`config.mk`:
```
export PLATFORM = sky130hd
export DESIGN_NAME = bus_arb_rr
export DESIGN_NICKNAME = d
export VERILOG_FILES = /design/src/rtl/bus_arb_rr.sv
export SDC_FILE = /design/constraint.sdc
export NUM_CORES = 1
export LEC_CHECK = 0
export BUFFER_PORTS_ARGS = -buffer_cell sky130_fd_sc_hd__buf_2
export CAP_MARGIN = 20
export CORE_MARGIN = 2
export CORE_UTILIZATION = 45
export DETAILED_ROUTE_END_ITERATION = 10
export GPL_TIMING_DRIVEN = 0
export PLACE_DENSITY = 0.7
export SLEW_MARGIN = 20
export SYNTH_ARGS = -nofsm -noshare
export SYNTH_HDL_FRONTEND = slang
export SYNTH_SLANG_ARGS = --single-unit
```
`constraint.sdc`:
```
create_clock -name clk -period 2.16 [get_ports clk]
set_input_delay 0.324 -clock clk [delete_from_list [all_inputs] [get_ports clk]]
set_output_delay 0.324 -clock clk [all_outputs]
set_load 0.05 [all_outputs]
```
`src/rtl/bus_arb_rr.sv`:
```
// ---------------------------------------------------------------------------
// bus_arb_rr -- round-robin arbiter FSM for a shared bus.
//
// Grants the bus to one of N_REQ masters at a time. After each grant the
// round-robin pointer moves to the master after the winner, so every
// requester gets a turn. A tenure ends on the owner's done (straight to
// FREE), or on done with the slave's dly hold-off (through WAIT until dly
// drops). FREE is a single bus-turnaround cycle with no grant.
//
// Optional feature (compile-time macro BUS_ARB_TIMEOUT_EN):
//   A 16-bit tenure counter forces the bus to FREE after MAX_BUSY cycles in
//   BUSY/WAIT and pulses timeout for that FREE cycle. Without the macro there
//   is no counter and timeout is tied low.
//
// Parameters:
//   N_REQ     number of requesters (>= 1)
//   ID_W      owner-ID width, must equal max(1, $clog2(N_REQ))
//   MAX_BUSY  tenure limit in cycles, 1..65535 (used only with the macro)
//
// Ports:
//   clk          clock, all state updates on posedge
//   rst_n        asynchronous active-low reset
//   req          level-sensitive request per master
//   done         current owner finished its transfer
//   dly          slave asks to hold the bus before release
//   gnt          one-hot grant, registered; zero in IDLE and FREE
//   gnt_id       index of the current owner, meaningful while busy=1
//   busy         1 in BUSY or WAIT
//   timeout      1-cycle pulse during a forced FREE cycle
//   dbg_state_o  current FSM state (IDLE=00 BUSY=01 WAIT=10 FREE=11)
//
// Handshake: a master holds req high until it sees its gnt bit; the grant
// is stable for the whole tenure, and only done/dly (or the tenure limit)
// end it. Dropping req while owning the bus does not release it.
// ---------------------------------------------------------------------------
module bus_arb_rr #(
  parameter int N_REQ    = 4,
  parameter int ID_W     = 2,
  parameter int MAX_BUSY = 255
) (
  input  logic             clk,
  input  logic             rst_n,
  input  logic [N_REQ-1:0] req,
  input  logic             done,
  input  logic             dly,
  output logic [N_REQ-1:0] gnt,
  output logic [ID_W-1:0]  gnt_id,
  output logic             busy,
  output logic             timeout,
  output logic [1:0]       dbg_state_o
);

  typedef enum logic [1:0] {
    ST_IDLE = 2'b00,
    ST_BUSY = 2'b01,
    ST_WAIT = 2'b10,
    ST_FREE = 2'b11
  } state_e;

  // Elaboration-time parameter sanity checks.
  localparam int ID_W_EXP = (N_REQ > 1) ? $clog2(N_REQ) : 1;

  generate
    if (N_REQ < 1) begin : g_bad_nreq
      $error("bus_arb_rr: N_REQ must be at least 1");
    end
    if (ID_W != ID_W_EXP) begin : g_bad_idw
      $error("bus_arb_rr: ID_W must equal max(1, clog2(N_REQ))");
    end
    if (MAX_BUSY < 1 || MAX_BUSY > 65535) begin : g_bad_max
      $error("bus_arb_rr: MAX_BUSY must be in 1..65535");
    end
  endgenerate

  // ------------------------------------------------------------------------
  // Registered state
  // ------------------------------------------------------------------------
  state_e             state_q, state_d;
  logic [ID_W-1:0]    owner_q, owner_d;
  logic [ID_W-1:0]    ptr_q,   ptr_d;
  logic [N_REQ-1:0]   gnt_q,   gnt_d;
  logic               busy_q,  busy_d;
  logic               timeout_q, timeout_d;

  // ------------------------------------------------------------------------
  // Round-robin winner: first set request scanning from ptr_q upward with
  // wrap. The found flag keeps the lowest offset from the pointer.
  // ------------------------------------------------------------------------
  logic            win_found;
  logic [ID_W-1:0] win_id;
  logic [ID_W-1:0] ptr_next;

  always_comb begin
    win_found = 1'b0;
    win_id    = '0;
    for (int i = 0; i < N_REQ; i++) begin
      if (!win_found && req[(int'(ptr_q) + i) % N_REQ]) begin
        win_found = 1'b1;
        win_id    = ID_W'((int'(ptr_q) + i) % N_REQ);
      end
    end
  end

  // Pointer moves past the winner; explicit wrap so non-power-of-two
  // N_REQ works and N_REQ=1 keeps the pointer at zero.
  always_comb begin
    if (int'(win_id) >= N_REQ - 1) begin
      ptr_next = '0;
    end else begin
      ptr_next = win_id + ID_W'(1);
    end
  end

  // ------------------------------------------------------------------------
  // Tenure limit
  // ------------------------------------------------------------------------
  logic force_rel;

`ifdef BUS_ARB_TIMEOUT_EN
  logic [15:0] cnt_q, cnt_d;

  assign force_rel = (cnt_q == 16'(MAX_BUSY - 1));

  // Counter starts at zero on the cycle BUSY is entered and increments for
  // every further BUSY/WAIT cycle, so it reads k on the (k+1)-th cycle.
  always_comb begin
    cnt_d = '0;
    if ((state_d == ST_BUSY) || (state_d == ST_WAIT)) begin
      if ((state_q == ST_BUSY) || (state_q == ST_WAIT)) begin
        cnt_d = cnt_q + 16'd1;
      end else begin
        cnt_d = '0;
      end
    end
  end
`else
  assign force_rel = 1'b0;
`endif

  // ------------------------------------------------------------------------
  // Next-state logic
  // ------------------------------------------------------------------------
  always_comb begin
    state_d   = state_q;
    owner_d   = owner_q;
    ptr_d     = ptr_q;
    timeout_d = 1'b0;

    case (state_q)
      ST_IDLE, ST_FREE: begin
        if (win_found) begin
          state_d = ST_BUSY;
          owner_d = win_id;
          ptr_d   = ptr_next;
        end else begin
          state_d = ST_IDLE;
        end
      end

      ST_BUSY: begin
        // A normal release beats the limit; done with dly is not a release,
        // so at the limit it is overridden by the forced FREE.
        if (done && !dly) begin
          state_d = ST_FREE;
        end else if (force_rel) begin
          state_d   = ST_FREE;
          timeout_d = 1'b1;
        end else if (done) begin
          state_d = ST_WAIT;
        end
      end

      ST_WAIT: begin
        // done is ignored here; only dly dropping releases the bus.
        if (!dly) begin
          state_d = ST_FREE;
        end else if (force_rel) begin
          state_d   = ST_FREE;
          timeout_d = 1'b1;
        end
      end

      default: begin
        state_d = ST_IDLE;
      end
    endcase

    // Outputs follow the next state so they are registered with it.
    busy_d = (state_d == ST_BUSY) || (state_d == ST_WAIT);
    gnt_d  = busy_d ? (N_REQ'(1) << owner_d) : '0;
  end

  // ------------------------------------------------------------------------
  // State and output registers
  // ------------------------------------------------------------------------
  always_ff @(posedge clk or negedge rst_n) begin
    if (!rst_n) begin
      state_q   <= ST_IDLE;
      owner_q   <= '0;
      ptr_q     <= '0;
      gnt_q     <= '0;
      busy_q    <= 1'b0;
      timeout_q <= 1'b0;
`ifdef BUS_ARB_TIMEOUT_EN
      cnt_q     <= '0;
`endif
    end else begin
      state_q   <= state_d;
      owner_q   <= owner_d;
      ptr_q     <= ptr_d;
      gnt_q     <= gnt_d;
      busy_q    <= busy_d;
      timeout_q <= timeout_d;
`ifdef BUS_ARB_TIMEOUT_EN
      cnt_q     <= cnt_d;
`endif
    end
  end

  assign gnt         = gnt_q;
  assign gnt_id      = owner_q;
  assign busy        = busy_q;
  assign timeout     = timeout_q;
  assign dbg_state_o = state_q;

endmodule

```
==> qor.txt <==
Setup Buffers After CTS = 0
Die area = 1780 sq um
Measured slew at the worst slew-check pin = 582 ps
Initial antenna violation count = 0
Mean Syn Cell Area = 10.1 sq um
Total number of vias = 555
Via density = 5.50
CP Max Fanout = 8
Setup CP Type = flop to flop
Synthesized flop and latch total = 11
Max-cap viol count = 0
# port buffers = 16
Die W = 42.2 um
Final period utilization = 85.9%
Detailed Route Iter0 Violations = 3
First-pass GRT wire length = 2170 um
NumNets Final = 97
Synthesized Nets = 75
Ordered cell list for the critical path = inv_1, ha_1, nand4bb_1, a31o_2, o311a_2, o32ai_1, nor2b_1
CP arrival = 2050 ps
Slowest stage delay, CP = 430 ps
RSZ-0062 raised after global routing = false
Root Buffer = clkbuf_4
Yosys cell types = 29
# DRC = 0
Worst Skew = 0.891 ps
Final setup TNS = 0 ps
# resized after CTS = 0
Vias in the first global route = 536
Finished Layout Cells = 101
Mapped Cells = 65
# rows = 13
Buf+Inv Stages, Crit Path = 1
Utilization after layout = 59.3%
CP max stage cell = dfrtp_1
Critical path's top delay family = compound AO/OA/AOI/OAI gates
Max Root-Sink Buffers = 2
Outcome = completed
CTS tree = built
Startpoint Class = flop
Num CTS Buffers = 3
Antenna Cells = 0
Ports = 18
Tot GR Track Use = 15.9%
Area Growth Syn to Fin = 20.6%
DP HPWL = 958 um
Worst min path class = primary input to flop
CP Data Required Time = 2350 ps
Die height = 42.2 um
GRT overflow = 0
Core area = 1330 sq um
Hold Vio Cnt, Final = 0
CP Capture Type = flop
F_max = 539 MHz
Detailed Route WL = 1210 um
Clk_lat worst skew = 260 ps
Dpl cells = 96
Mean routed wirelength per cell = 11.9 um
Final Wtd Congestion = 0.808
Synth Warn # = 0
Clock net sink count = 11
Pins Over Slew Limit = 0
Initial Util = 49.2%
Tmin final = 1860 ps
Pin count of the biggest net entering global routing = 12
Endpoints failing setup = 0
Sequential area share after synthesis = 42.0%
Detailed Routing Iterations Pass 1 = 4
Max H-tree Level = 1
Slew headroom = 61.0%
Share of cells above drive strength 1 = 33.7%
Area of the mapped netlist = 656 sq um
DRT antenna net count = 0
Clock transition at path regs = 60 ps
-- path summary, 6_finish.rpt --
| kind | depth (start not counted) | slack (ps) | endpoint | start |
|---|---|---|---|---|
| max reg2reg | 7 | 300 | gnt[0] | dbg_state_o[0] |
| min | 3 | 440 | dbg_state_o[0] | req[2] |
| max in group asynchronous | 2 | 1510 | dbg_state_o[0] | rst_n |
| max | 7 | 300 | gnt[0] | dbg_state_o[0] |
| min in group asynchronous | 2 | 450 | ptr_q[0] | rst_n |
| min reg2reg | 2 | 540 | gnt_id[0] | gnt_id[0] |
-- cell usage in the layout, fill, tap and decap left out, drive strengths merged, types with 2 or more instances in the layout --
cell type  instances
dfrtp             11
nor2               4
a21oi              2
nand2b             2
nand3              2
ha                 2
clkbuf             4
and2               2
o21ai              7
nand2              6
nor2b              5
mux2               2
inv                4
buf               17
-- metal layers --
layer  vias up  track usage, %  wire, um
li1        278               -         -
met1       262            19.9       579
met2        13            25.2       555
met3         2            3.02        58
met4         0            9.38        12
met5         -               0         0
-- cells in the mapped netlist --
cell type / n / area [sq um]
o22ai_1: 1 / 6.26
nor2_1: 4 / 15.0
a21oi_1: 2 / 10.0
o2111ai_1: 1 / 8.76
nand4bb_1: 1 / 11.3
o41ai_4: 1 / 27.5
a211oi_2: 1 / 12.5
o221ai_1: 1 / 8.76
nand2b_1: 2 / 12.5
ha_1: 2 / 25.0
a21o_1: 1 / 7.51
a31o_2: 1 / 8.76
xor2_1: 1 / 8.76
a21boi_0: 1 / 7.51
mux2_2: 2 / 22.5
nor2b_1: 5 / 31.3
o21a_1: 1 / 7.51
a2111o_1: 1 / 11.3
conb_1: 1 / 3.75
inv_1: 4 / 15.0
o311a_2: 1 / 11.3
nand3_1: 2 / 10.0
dfrtp_1: 11 / 275
o21ai_2: 3 / 26.3
o32ai_1: 1 / 8.76
nand2_1: 6 / 22.5
and2_1: 2 / 12.5
buf_4: 1 / 7.51
o21ai_0: 4 / 20.0
-- through the flow --
stage	instance area, sq um	worst slack (ps)	hold WS, ps
after floorplan	656	176	28.4
final	791	304	441
after global routing	791	195	463
after global placement	754	368	197
after CTS	791	293	431
after detailed placement	754	310	202
-- timing repair --
| item | CTS | global route |
|---|---|---|
| hold endpoints to repair | 11 | 0 |
| endpoints found under the setup margin | 0 | 0 |
| hold buffers | 1 | 0 |
-- kinds of logic after synthesis --
logic type / after synthesis / share of synthesized area, %
other: 1 / 0.572
and+or+nand+nor: 22 / 17.6
DFF: 11 / 42.0
adders and majority gates: 2 / 3.82
AOI/OAI and AO/OA: 21 / 27.9
xor gates and xnor gates: 1 / 1.34
buffers and inverters: 5 / 3.43
muxes: 2 / 3.43
-- registers in the layout (all words and copies together) (netlist names) --
signal       cells
gnt              4
dbg_state_o      2
gnt_id           2
ptr_q            2
busy             1
-- layout make-up --
class                   instances  area (sq um)
fillers                       108           543
clock buffers                   4          26.3
well taps                      15          18.8
flip-flops and latches         11           275
repair buffers                 17          90.1
plain buffers                   1          7.51
inverters                       4          15.0
multi-input cells              49           358
-- worst register-to-register path: cells and delay by family, from the launching register on --
kind	cells	cell delay, ps
AO/OA/AOI/OAI	3	640
AND/OR/NAND/NOR	2	380
buffers and inverters	1	70
flip-flops	1	430
adder cells (fa/ha/maj)	1	290
Power is left out: the tool's default activity adds up to more than one toggle a clock period on the data nets, which glitch-free logic cannot reach.
